File: config.mk
export PLATFORM = sky130hd
export DESIGN_NAME = equeue_param_flat
export DESIGN_NICKNAME = d
export VERILOG_FILES = /design/src/rtl/equeue_param_if.sv /design/src/rtl/equeue_param.sv /design/src/flat_wrapper.sv
export SDC_FILE = /design/constraint.sdc
export NUM_CORES = 1
export LEC_CHECK = 0
export CAP_MARGIN = 30
export CORE_MARGIN = 2
export CORE_UTILIZATION = 40
export CTS_BUF_LIST = sky130_fd_sc_hd__clkbuf_2 sky130_fd_sc_hd__clkbuf_4 sky130_fd_sc_hd__clkbuf_8
export DETAILED_ROUTE_END_ITERATION = 10
export PLACE_DENSITY = 0.66
export SYNTH_ARGS = -nofsm -noshare
export SYNTH_HDL_FRONTEND = slang
export SYNTH_SLANG_ARGS = --single-unit
export TNS_END_PERCENT = 30
File: constraint.sdc
create_clock -name clk -period 4.2 [get_ports clk]
set_clock_uncertainty 0.1 [all_clocks]
set_input_delay 0.42 -clock clk [delete_from_list [all_inputs] [get_ports clk]]
set_output_delay 0.42 -clock clk [all_outputs]
set_load 0.01 [all_outputs]
File: src/rtl/equeue_param_if.sv
// Bus bundle for equeue_param: dispatch, CDB, issue, flush and occupancy.
// The queue uses the slave modport; the environment driving it uses master.
interface equeue_param_if #(
    parameter int unsigned DEPTH  = 4,
    parameter int unsigned TAG_W  = 6,
    parameter int unsigned DATA_W = 32
);
    localparam int unsigned CNT_W = $clog2(DEPTH + 1);

    // Dispatch side
    logic [TAG_W-1:0]  dispatch_rdtag;
    logic [TAG_W-1:0]  dispatch_rstag;
    logic [TAG_W-1:0]  dispatch_rttag;
    logic [DATA_W-1:0] dispatch_rsdata;
    logic [DATA_W-1:0] dispatch_rtdata;
    logic              dispatch_rsvalid;
    logic              dispatch_rtvalid;
    logic              dispatch_en;
    logic              dispatch_ready;

    // Common data bus
    logic [TAG_W-1:0]  cdb_tag;
    logic [DATA_W-1:0] cdb_data;
    logic              cdb_valid;

    logic              flush;

    // Issue side
    logic [TAG_W-1:0]  issue_rdtag;
    logic [DATA_W-1:0] issue_rsdata;
    logic [DATA_W-1:0] issue_rtdata;
    logic              issue_ready;
    logic              issue_done;

    logic [CNT_W-1:0]  occupancy;

    modport master (
        output dispatch_rdtag, dispatch_rstag, dispatch_rttag,
        output dispatch_rsdata, dispatch_rtdata, dispatch_rsvalid, dispatch_rtvalid,
        output dispatch_en, cdb_tag, cdb_data, cdb_valid, flush, issue_done,
        input  dispatch_ready, issue_rdtag, issue_rsdata, issue_rtdata, issue_ready,
        input  occupancy
    );

    modport slave (
        input  dispatch_rdtag, dispatch_rstag, dispatch_rttag,
        input  dispatch_rsdata, dispatch_rtdata, dispatch_rsvalid, dispatch_rtvalid,
        input  dispatch_en, cdb_tag, cdb_data, cdb_valid, flush, issue_done,
        output dispatch_ready, issue_rdtag, issue_rsdata, issue_rtdata, issue_ready,
        output occupancy
    );
endinterface

File: src/rtl/equeue_param.sv
// Age-ordered issue queue for one functional unit. Entry 0 is the oldest;
// freed slots collapse in the same edge so age order is kept by position.
// Optional feature: define EQUEUE_DISPATCH_BYPASS_EN to let an operand that
// matches the CDB in its dispatch cycle capture the broadcast data.
module equeue_param #(
    parameter int unsigned DEPTH  = 4,
    parameter int unsigned TAG_W  = 6,
    parameter int unsigned DATA_W = 32
) (
    input logic       clk,
    input logic       reset,
    equeue_param_if.slave bus
);
    localparam int unsigned CNT_W = $clog2(DEPTH + 1);
    localparam int unsigned IDX_W = $clog2(DEPTH);

    typedef struct packed {
        logic              valid;
        logic              rs_valid;
        logic              rt_valid;
        logic [TAG_W-1:0]  rd_tag;
        logic [TAG_W-1:0]  rs_tag;
        logic [TAG_W-1:0]  rt_tag;
        logic [DATA_W-1:0] rs_data;
        logic [DATA_W-1:0] rt_data;
    } entry_t;

    entry_t           ent_q [DEPTH];
    entry_t           ent_d [DEPTH];
    entry_t           shift_src [DEPTH+1];
    entry_t           disp_ent;
    logic [CNT_W-1:0] occupancy_q;
    logic [CNT_W-1:0] occupancy_d;
    logic [CNT_W-1:0] wr_idx;
    logic [IDX_W-1:0] sel;
    logic             any_ready;
    logic             issue_ready;
    logic             removed;
    logic             dispatch_ready;
    logic             accept;

    // Capture a CDB broadcast into any pending operand of a live entry.
    function automatic entry_t wakeup(entry_t e, logic cv, logic [TAG_W-1:0] ct,
                                      logic [DATA_W-1:0] cd);
        entry_t r;
        r = e;
        if (e.valid && cv) begin
            if (!e.rs_valid && (e.rs_tag == ct)) begin
                r.rs_valid = 1'b1;
                r.rs_data  = cd;
            end
            if (!e.rt_valid && (e.rt_tag == ct)) begin
                r.rt_valid = 1'b1;
                r.rt_data  = cd;
            end
        end
        return r;
    endfunction

    // Oldest-ready select: lowest index with both operands present.
    always_comb begin
        sel       = '0;
        any_ready = 1'b0;
        for (int i = DEPTH - 1; i >= 0; i--) begin
            if (ent_q[i].valid && ent_q[i].rs_valid && ent_q[i].rt_valid) begin
                sel       = IDX_W'(i);
                any_ready = 1'b1;
            end
        end
    end

    // Handshake and occupancy bookkeeping.
    always_comb begin
        issue_ready    = any_ready & ~bus.flush & ~reset;
        removed        = issue_ready & bus.issue_done;
        dispatch_ready = ~reset & ~bus.flush & ((occupancy_q < CNT_W'(DEPTH)) | removed);
        accept         = bus.dispatch_en & dispatch_ready;
        // A removal shifts the tail down first, so the free slot moves down too.
        wr_idx         = occupancy_q - CNT_W'(removed);
        occupancy_d    = occupancy_q + CNT_W'(accept) - CNT_W'(removed);
    end

    // Build the incoming entry, optionally folding in a same-cycle CDB match.
    always_comb begin
        disp_ent          = '0;
        disp_ent.valid    = 1'b1;
        disp_ent.rd_tag   = bus.dispatch_rdtag;
        disp_ent.rs_tag   = bus.dispatch_rstag;
        disp_ent.rt_tag   = bus.dispatch_rttag;
        disp_ent.rs_data  = bus.dispatch_rsdata;
        disp_ent.rt_data  = bus.dispatch_rtdata;
        disp_ent.rs_valid = bus.dispatch_rsvalid;
        disp_ent.rt_valid = bus.dispatch_rtvalid;
`ifdef EQUEUE_DISPATCH_BYPASS_EN
        disp_ent = wakeup(disp_ent, bus.cdb_valid, bus.cdb_tag, bus.cdb_data);
`endif
    end

    // Next-state per slot: collapse above the issued entry, wake up, then dispatch.
    always_comb begin
        for (int k = 0; k < DEPTH; k++) begin
            shift_src[k] = ent_q[k];
        end
        shift_src[DEPTH] = '0;
        for (int j = 0; j < DEPTH; j++) begin
            ent_d[j] = ent_q[j];
            if (removed && (IDX_W'(j) >= sel)) begin
                ent_d[j] = shift_src[j+1];
            end
            // Wakeup applies to the post-shift slot so moving entries never miss a tag.
            ent_d[j] = wakeup(ent_d[j], bus.cdb_valid, bus.cdb_tag, bus.cdb_data);
            if (accept && (CNT_W'(j) == wr_idx)) begin
                ent_d[j] = disp_ent;
            end
        end
    end

    // State update; reset and flush both wipe every entry including operand state.
    always_ff @(posedge clk) begin
        if (reset || bus.flush) begin
            for (int j = 0; j < DEPTH; j++) begin
                ent_q[j] <= '0;
            end
            occupancy_q <= '0;
        end else begin
            for (int j = 0; j < DEPTH; j++) begin
                ent_q[j] <= ent_d[j];
            end
            occupancy_q <= occupancy_d;
        end
    end

    assign bus.issue_rdtag    = ent_q[sel].rd_tag;
    assign bus.issue_rsdata   = ent_q[sel].rs_data;
    assign bus.issue_rtdata   = ent_q[sel].rt_data;
    assign bus.issue_ready    = issue_ready;
    assign bus.dispatch_ready = dispatch_ready;
    assign bus.occupancy      = occupancy_q;
endmodule
File: src/flat_wrapper.sv
// flat-port wrapper written by rule: the top's interface ports become plain ports
module equeue_param_flat 
#(
    parameter int unsigned DEPTH  = 4,
    parameter int unsigned TAG_W  = 6,
    parameter int unsigned DATA_W = 32
)
  (clk, reset, bus_dispatch_rdtag, bus_dispatch_rstag, bus_dispatch_rttag, bus_dispatch_rsdata, bus_dispatch_rtdata, bus_dispatch_rsvalid, bus_dispatch_rtvalid, bus_dispatch_en, bus_cdb_tag, bus_cdb_data, bus_cdb_valid, bus_flush, bus_issue_done, bus_dispatch_ready, bus_issue_rdtag, bus_issue_rsdata, bus_issue_rtdata, bus_issue_ready, bus_occupancy);
  equeue_param_if #(.DEPTH(DEPTH), .TAG_W(TAG_W), .DATA_W(DATA_W)) bus_i ();
  input logic clk;
  input logic reset;
  input wire logic [$bits(bus_i.dispatch_rdtag)-1:0] bus_dispatch_rdtag;
  input wire logic [$bits(bus_i.dispatch_rstag)-1:0] bus_dispatch_rstag;
  input wire logic [$bits(bus_i.dispatch_rttag)-1:0] bus_dispatch_rttag;
  input wire logic [$bits(bus_i.dispatch_rsdata)-1:0] bus_dispatch_rsdata;
  input wire logic [$bits(bus_i.dispatch_rtdata)-1:0] bus_dispatch_rtdata;
  input wire logic [$bits(bus_i.dispatch_rsvalid)-1:0] bus_dispatch_rsvalid;
  input wire logic [$bits(bus_i.dispatch_rtvalid)-1:0] bus_dispatch_rtvalid;
  input wire logic [$bits(bus_i.dispatch_en)-1:0] bus_dispatch_en;
  input wire logic [$bits(bus_i.cdb_tag)-1:0] bus_cdb_tag;
  input wire logic [$bits(bus_i.cdb_data)-1:0] bus_cdb_data;
  input wire logic [$bits(bus_i.cdb_valid)-1:0] bus_cdb_valid;
  input wire logic [$bits(bus_i.flush)-1:0] bus_flush;
  input wire logic [$bits(bus_i.issue_done)-1:0] bus_issue_done;
  output wire logic [$bits(bus_i.dispatch_ready)-1:0] bus_dispatch_ready;
  output wire logic [$bits(bus_i.issue_rdtag)-1:0] bus_issue_rdtag;
  output wire logic [$bits(bus_i.issue_rsdata)-1:0] bus_issue_rsdata;
  output wire logic [$bits(bus_i.issue_rtdata)-1:0] bus_issue_rtdata;
  output wire logic [$bits(bus_i.issue_ready)-1:0] bus_issue_ready;
  output wire logic [$bits(bus_i.occupancy)-1:0] bus_occupancy;
  assign bus_i.dispatch_rdtag = bus_dispatch_rdtag;
  assign bus_i.dispatch_rstag = bus_dispatch_rstag;
  assign bus_i.dispatch_rttag = bus_dispatch_rttag;
  assign bus_i.dispatch_rsdata = bus_dispatch_rsdata;
  assign bus_i.dispatch_rtdata = bus_dispatch_rtdata;
  assign bus_i.dispatch_rsvalid = bus_dispatch_rsvalid;
  assign bus_i.dispatch_rtvalid = bus_dispatch_rtvalid;
  assign bus_i.dispatch_en = bus_dispatch_en;
  assign bus_i.cdb_tag = bus_cdb_tag;
  assign bus_i.cdb_data = bus_cdb_data;
  assign bus_i.cdb_valid = bus_cdb_valid;
  assign bus_i.flush = bus_flush;
  assign bus_i.issue_done = bus_issue_done;
  assign bus_dispatch_ready = bus_i.dispatch_ready;
  assign bus_issue_rdtag = bus_i.issue_rdtag;
  assign bus_issue_rsdata = bus_i.issue_rsdata;
  assign bus_issue_rtdata = bus_i.issue_rtdata;
  assign bus_issue_ready = bus_i.issue_ready;
  assign bus_occupancy = bus_i.occupancy;
  equeue_param #(.DEPTH(DEPTH), .TAG_W(TAG_W), .DATA_W(DATA_W)) u_core (.clk(clk), .reset(reset), .bus(bus_i));
endmodule
---- Yosys cells after proc, flatten, opt, wreduce, memory -nomap -nowiden ----
Memories as Yosys holds them, arrays and structs flattened.
Cells that the tools add are included.
cells by class
  add/subtract/negate cells ............... 3
  $mul .................................... 0
  divide/modulo/power cells ............... 0
  $lt $le $gt $ge ......................... 5
  equal/unequal tests ..................... 11
  shift operators ......................... 0
  multiplexer cells ....................... 47
  bitwise gates (word level) .............. 13
  reduce and logical (&&, ||, !) cells .... 38
operators with widths
  kind                  count
  $mux W85              12
  $mux W32              8
  $mux W64              4
  $eq A6 B6 Y1          8
  $logic_and A1 B1 Y1   28
  $mux W2               8
  $mux W1               15
  $logic_not A1 Y1      8
  $and A1 B1 Y1         6
  $eq A2 B3 Y1 const A  2
  $sub A3 B1 Y3         2
  $or A1 B1 Y1          5
  $ge A1 B2 Y1 const A  2
  $ge A2 B2 Y1 const A  2
  $add A3 B1 Y3         1
  $eq A1 B3 Y1 const A  1
  $logic_not A3 Y1      1
  $lt A3 B3 Y1 const B  1
  $not A1 Y1            2
  $logic_or A1 B1 Y1    1
storage, ports and cells
  bits in registers ....................... 3
  bits in latches ......................... 0
  bits in writable memories ............... 340
  ROM bits ................................ 0
  input port bits ......................... 128
  output and inout port bits .............. 75
  logic and storage cells ................. 119
  memories ................................ 1
memories
  memory        words  bits a word  read ports  clocked after Yosys merged registers in  write ports  line                text
  u_core.ent_q  4      85           5           0                                        4            equeue_param.sv:28  entry_t ent_q [DEPTH];

---- Depth between registers and ports, before layout ----
Gate-level depths: netlist of run 1.
An unclocked memory read counts as a cell.
  depth in word-level cells ............... 18
  mapped depth ............................ 15
  mapped depth without buffers ............ 11

---- Worst setup path after synthesis of run 1 ----
No wires, ideal clock.
  path type ............................... register to register
  start ................................... memory u_core.ent_q[0][82] (netlist name)
  end ..................................... memory u_core.ent_q[3][56] (netlist name)
  arrival ................................. 3315 ps
  slack ................................... 663 ps
  stages on the path, launching flop included .. 16
  path buffers ............................ 5
  period minus slack after synthesis ...... 3537 ps
  cells stage by stage .................... dfxtp_1 and3_1 buf_2 o41ai_4 inv_1 ha_1 ha_1 nand2b_1 o32a_1 buf_2 or3_1 clkbuf_1 and4_4 buf_6 buf_4 a221o_1
RTL lines
  element          line
  start, declared  equeue_param.sv:28

==> results of run 1 <==
## metal layers
layer | part of all wire, % | vias to the layer above | global-route usage, %
li1 | - | 9316 | -
met1 | 41 | 9935 | 39.0
met2 | 45 | 1277 | 45.2
met3 | 10 | 203 | 5.57
met5 | 0.033 | - | 0
met4 | 3.7 | 4 | 14.0
## path summary, 6_finish.rpt
kind	startpoint	end	cells after the start
max	u_core.ent_q[0][83]	bus_issue_rtdata[28]	8
max reg2reg	u_core.ent_q[1][83]	u_core.ent_q[3][43]	10
min reg2reg	u_core.ent_q[2][78]	u_core.ent_q[1][78]	2
min	bus_dispatch_rdtag[4]	u_core.ent_q[3][80]	3
## cell usage in the layout, fill, tap and decap left out, types with 74 or more instances in the layout
master and count:
a211oi_1 102, a31oi_1 74, and2_1 76, clkbuf_8 87, clkdlybuf4s50_1 202, dfxtp_1 343, mux2i_1 160, nand2_1 435
nand3_1 135, nor2_1 154, nor3_1 74
## worst min-delay path: cells and delay by family
family,cells,cell delay (ps)
AOI/OAI and AO/OA,1,50
buffers and inverters,1,470
and+or+nand+nor,1,80
## stage by stage
step	setup TNS, ps	std cells
2_1_floorplan	0	2456
3_3_place_gp	0	3108
3_5_place_dp	0	3109
4_1_cts	0	3219
5_1_grt	-31.8	3220
6_report	0	3222
## where the power goes
group / leakage (nW) / internal [mW] / total, mW / switching (mW)
logic: 4.87 / 0.237 / 0.612 / 0.375
clock network: 0.723 / 1.93 / 3.42 / 1.48
registers: 2.77 / 3.28 / 3.30 / 0.0152
## flip-flops by register name, indices dropped and copies added, names as in the netlist
register	count
u_core.ent_q	340
u_core.bus.occupancy	3
## area by class of cell
cell class | count | area share, %
multi-input cells | 1849 | 49.7
flip-flops and latches | 343 | 28.9
repair buffers | 282 | 12.1
clock buffers | 100 | 5.46
well taps | 622 | 3.28
inverters | 14 | 0.221
clock inverters | 9 | 0.216
diodes | 3 | 0.0316
## what timing repair did
| item | 4_1_cts | 5_1_grt |
|---|---|---|
| pin swaps | 1 | 0 |
| gates cloned | 1 | 0 |
| gates resized for setup | 3 | 1 |
| hold buffers | 0 | 0 |
| endpoints found under the setup margin | 18 | 3 |
## cells by family (layout without fill, tap and decap cells)
logic type | count (synthesis) | count (layout) | share of synthesized area, %
and+or+nand+nor | 991 | 992 | 23.1
AOI/OAI and AO/OA | 631 | 631 | 24.7
DFF | 343 | 343 | 35.0
buffers and inverters | 265 | 405 | 5.58
muxes | 194 | 194 | 10.1
xor gates and xnor gates | 27 | 27 | 1.20
adders and majority gates | 5 | 5 | 0.357
other | 0 | 3 | 0
==> metrics.md, run 1 <==
| Metric | Value |
|---|---|
| RSZ-0062 raised after global routing | `yes` |
| Synth Cell Area | `19600 sq um` |
| Synth warn | `0` |
| Setup crit end kind | `primary output` |
| Final Hold Vio Count | `0` |
| Nets@finish | `2682` |
| Max-Cap Viols | `0` |
| Initial DRC Count | `2459` |
| Period utilisation layout | `97.8%` |
| Share of cells above drive strength 1 | `10.2%` |
| FF/Latch Area | `6870 sq um` |
| Syn Nets | `2589` |
| Pre-CTS WS | `314 ps` |
| CP Data Arrival Time | `3590 ps` |
| Slew Limit Fails | `0` |
| Max clock buf depth | `3` |
| GRT Util Overall | `29.2%` |
| Starting Density | `40.4%` |
| Yosys cell types | `71` |
| CP startpoint kind | `register` |
| Critical path's top delay family | `buffers and inverters` |
| Clk root buf | `clkbuf_8` |
| R2R setup slack | `470 ps` |
| Number of global-route vias before repair | `20176` |
| Area contributors post-synth | `dfxtp_1, nand2_1, mux2i_1, a211oi_1, clkbuf_1` |
| Total global routing overflow | `0` |
| First-pass GRT wire length | `116 mm` |
| Core region area | `48600 sq um` |
| Crit-path most repeated cell | `buf_4` |
| Fin Hold WS | `297 ps` |
| Most common cell in the netlist | `nand2_1` |
| Drt via density | `6.44` |
| Site Rows | `81` |
| WP buf/inv | `3` |
| Clk_lat worst skew | `690 ps` |
| Finish-stage setup viols | `0` |
| Via count | `20735` |
| Slew headroom | `47.1%` |
| Post-DP Area | `22400 sq um` |
| CP Max Fanout | `28` |
| Yosys reg bits | `343` |
| Lkg Pwr | `8.36 nW` |
| Cell taking the most area after synthesis | `dfxtp_1` |
| Critical Path, Cell by Cell | `and3_1, buf_4, nor2_1, o21ai_4, buf_4, a211oi_1, a31oi_1, clkdlybuf4s50_1` |
| Slowest library cell on the worst path | `clkdlybuf4s50_1` |
| Initial antenna violation count | `4` |
| Global placement routability congestion | `0.909` |
| Final Instance Area | `23700 sq um` |
| CTS Buf Count | `59` |
| CTS Sinks | `343` |
| Hold Path Class | `in -> reg` |
| # IOs | `203` |
| Pin count of the biggest net entering global routing | `136` |
| Pwr Density | `309 nW/um^2` |
| Top FF cell, synth | `dfxtp_1` |
| Die width | `226 um` |
| Post-DP HPWL | `47.2 mm` |
| Setup ws final | `94.0 ps` |
| Worst path max stage delay | `610 ps` |
| Critical Setup Path Class | `reg -> out` |
| Mean area per synthesized cell | `7.99 sq um` |
| Tot Pwr | `7.33 mW` |
| Clock slew at reported path FFs | `60 ps` |
| Fmax | `244 MHz` |
| DR DRC count | `0` |
| Syn-to-layout area delta | `20.9%` |
| Overall routed net length | `76.8 mm` |
| Slew @ Worst Pin | `793 ps` |
| Post-synthesis cell count | `2456` |
| DR pass1 iterations | `6` |
| Fillers | `4628` |
| Post-route core utilization | `48.8%` |
| Chip Height | `226 um` |
| Top-area cell type share of the netlist area | `35.0%` |
| Input/output buffers | `202` |
| Status | `completed` |
| Footprint of the multi-input gates | `11800 sq um` |
| Peak supply drop | `216 uV` |
| Asr flop ratio synth | `0%` |
| WP data required | `3680 ps` |
| H-tree Lvls | `2` |
| Detail Route Antenna Nets | `0` |
| CTS tree | `done` |
| Post-synth top cells | `nand2_1, dfxtp_1, clkbuf_1, mux2i_1, nor2_1` |
| DIE AREA | `50900 sq um` |
| Register area share after synthesis | `35.0%` |
| Routed len/inst | `23.8 um` |
| Min Clock Period, post-route | `4110 ps` |
| Post-CTS Setup Bufs | `0` |
| Post-synth EDFFs | `0` |
(Power assumes the default switching activity.)
==> run 2, diff against run 1 <==
--- a/config.mk
+++ b/config.mk
@@ -9,6 +9,7 @@
 export CORE_MARGIN = 2
 export CORE_UTILIZATION = 40
 export CTS_BUF_LIST = sky130_fd_sc_hd__clkbuf_2 sky130_fd_sc_hd__clkbuf_4 sky130_fd_sc_hd__clkbuf_8
+export CTS_CLUSTER_DIAMETER = 40
 export DETAILED_ROUTE_END_ITERATION = 10
 export PLACE_DENSITY = 0.66
 export SYNTH_ARGS = -nofsm -noshare
==> run 2 against run 1 <==
Net effect: sequential power hardly changed; critical endpoint unchanged; maximum frequency grew 0.28%; die area is the same; register-to-register slack about the same; utilization up 0.28 points; largest power group unchanged.
==> metrics.md, run 2 (synthesis gave the netlist of run 1 again) <==
| Metric | Value |
|---|---|
| Status | `completed` |
| Hold buffer count at cts | `0 (unchanged)` |
| Setup ws final | `106 ps (+11.6 ps)` |
| Drt via density | `6.48 (+0.63%)` |
| Slew @ Worst Pin | `795 ps (+1.59 ps)` |
| Initial antenna violation count | `5 (+1)` |
| Period utilisation layout | `97.5% (-0.28 points)` |
| Max FFs per register | `340 (unchanged)` |
| CTS tree | `done` |
| Hold Crit Endpoint | `u_core.ent_q[3][80]` |
| Global placement routability congestion | `0.909 (unchanged)` |
| Fin Hold WS | `303 ps (+5.88 ps)` |
| Most common cell after layout, fill and taps aside | `nand2_1` |
| GRT Util Overall | `29.3% (+0.11 points)` |
| Crit-path most repeated cell | `buf_4` |
| WP buf/inv | `3 (unchanged)` |
| Min Clock Period, post-route | `4090 ps (-11.6 ps)` |
| Clock slew at reported path FFs | `70 ps (about the same)` |
| Reg2Reg Launch Point | `u_core.ent_q[1][83]` |
| Die width | `226 um (unchanged)` |
| Starting Density | `40.4% (unchanged)` |
| Via count | `20910 (+0.84%)` |
| Fillers | `4613 (-0.32%)` |
| Detail Route Antenna Nets | `0 (unchanged)` |
| CP Data Arrival Time | `3570 ps (-20 ps)` |
| Hold Crit Depth | `3 (unchanged)` |
| Tot Pwr | `7.59 mW (+3.7%)` |
| Most frequent cells in the layout | `nand2_1, dfxtp_1, clkdlybuf4s50_1` |
| Reg with most FFs | `u_core.ent_q` |
| First-pass GRT wire length | `117 mm (+0.42%)` |
| Post-DP HPWL | `47.2 mm (unchanged)` |
| Total global routing overflow | `0 (unchanged)` |
| DR DRC count | `0 (unchanged)` |
| Initial DRC Count | `2402 (-2.3%)` |
| Slew Limit Fails | `0 (unchanged)` |
| Slowest library cell on the worst path | `clkdlybuf4s50_1` |
| Worst R2R Path Depth | `10 (unchanged)` |
| Fmax | `244 MHz (+0.28%)` |
| Clk_lat worst skew | `690 ps (about the same)` |
| Min-delay src | `bus_dispatch_rdtag[4]` |
| # IOs | `203 (unchanged)` |
| Pin count of the biggest net entering global routing | `136 (unchanged)` |
| Max-Cap Viols | `0 (unchanged)` |
| CP Max Fanout | `28 (unchanged)` |
| Pre-CTS WS | `314 ps (unchanged)` |
| Clk root buf | `clkbuf_8` |
| Worst path max stage delay | `610 ps (about the same)` |
| Pwr Density | `318 nW/um^2 (+3.1%)` |
| Lkg Pwr | `8.41 nW (+0.59%)` |
| Critical Setup Path Class | `reg -> out` |
| FF/Latch Area | `6870 sq um (unchanged)` |
| Routed len/inst | `23.9 um (+0.35%)` |
| Nets@finish | `2685 (+0.11%)` |
| Setup TNS | `0 ps (unchanged)` |
| Peak supply drop | `222 uV (+2.7%)` |
| Footprint of the multi-input gates | `11800 sq um (+0.12%)` |
| Setup crit end kind | `primary output` |
| Core region area | `48600 sq um (unchanged)` |
| Final Hold Vio Count | `0 (unchanged)` |
| Post-CTS Setup Bufs | `0 (unchanged)` |
| Slew headroom | `46.8% (-0.31 points)` |
| Syn-to-layout area delta | `21.6%` |
| Overall routed net length | `77.2 mm (+0.57%)` |
| Final Instance Area | `23900 sq um (+0.57%)` |
| R2R setup slack | `460 ps (about the same)` |
| DR pass1 iterations | `6 (unchanged)` |
| DIE AREA | `50900 sq um (unchanged)` |
| Number of global-route vias before repair | `20267 (+0.45%)` |
| H-tree Lvls | `2 (unchanged)` |
| Chip Height | `226 um (unchanged)` |
| RSZ-0062 raised after global routing | `no` |
| Worst reg2reg path endpoint | `u_core.ent_q[3][43]` |
| Input/output buffers | `202 (unchanged)` |
| Finish-stage setup viols | `0 (unchanged)` |
| WP data required | `3680 ps (about the same)` |
| Hold Path Class | `in -> reg` |
| CP startpoint kind | `register` |
| Post-DP Area | `22400 sq um (unchanged)` |
| Site Rows | `81 (unchanged)` |
| Max clock buf depth | `3 (unchanged)` |
| CTS Sinks | `343 (unchanged)` |
| Critical path's top delay family | `buffers and inverters` |
| Critical Path, Cell by Cell | `and3_1, buf_4, nor2_1, o21ai_4, buf_4, a211oi_1, a31oi_1, clkdlybuf4s50_1` |
| CTS Buf Count | `61 (+3.4%)` |
| Share of cells above drive strength 1 | `10.5% (+0.28 points)` |
## run 2: metal layers
layer	track usage (%)	vias up	part of all wire, %
met5	0	-	0.045
met4	14.6	6	4.1
met3	5.63	228	9.9
met2	45.3	1270	44
met1	39.0	10085	42
li1	-	9321	-
## run 2: how the worst max path moves through the flow
stage	start	slack, ps	cells after the start	endpoint
floorplan	u_core.ent_q[0][82]	660	15	u_core.ent_q[3][56]
global placement	bus_flush	350	9	u_core.ent_q[0][7]
detailed placement	bus_flush	310	13	u_core.ent_q[1][31]
CTS	u_core.ent_q[2][83]	30	8	bus_issue_rtdata[1]
global route	u_core.ent_q[0][83]	1	8	bus_issue_rtdata[28]
finish	u_core.ent_q[0][83]	110	8	bus_issue_rtdata[28]
## run 2: tightest hold or removal path, delay by kind of cell
kind,cells,cell delay [ps]
simple gates,1,90
buf+inv,1,470
compound gates,1,70
## run 2: timing repair
item,4_1_cts,5_1_grt
setup endpoints to repair,18,13
resized for setup,2,3
pin swaps,2,0
cloned,2,0
## run 2: stage by stage
| stage | std cells | utilization, % |
|---|---|---|
| 2_1_floorplan | 2456 | - |
| 3_3_place_gp | 3108 | 45.9 |
| 3_5_place_dp | 3109 | 46.0 |
| 4_1_cts | 3227 | 49.0 |
| 5_1_grt | 3228 | 49.1 |
| 6_report | 3229 | 49.1 |
## run 2: cell type report
| type | count | area share [%] |
|---|---|---|
| tap | 622 | 3.26 |
| clock buffer | 103 | 5.49 |
| multi-input combinational | 1850 | 49.5 |
| sequential | 343 | 28.8 |
| inverter | 14 | 0.220 |
| antenna | 2 | 0.0210 |
| timing repair buffer | 282 | 12.1 |
| clock inverter | 13 | 0.666 |
## run 2: report_power, final
group | internal, mW | total (mW) | switching, mW
Combinational | 0.237 | 0.613 | 0.376
Sequential | 3.28 | 3.30 | 0.0153
Clock | 2.15 | 3.68 | 1.53
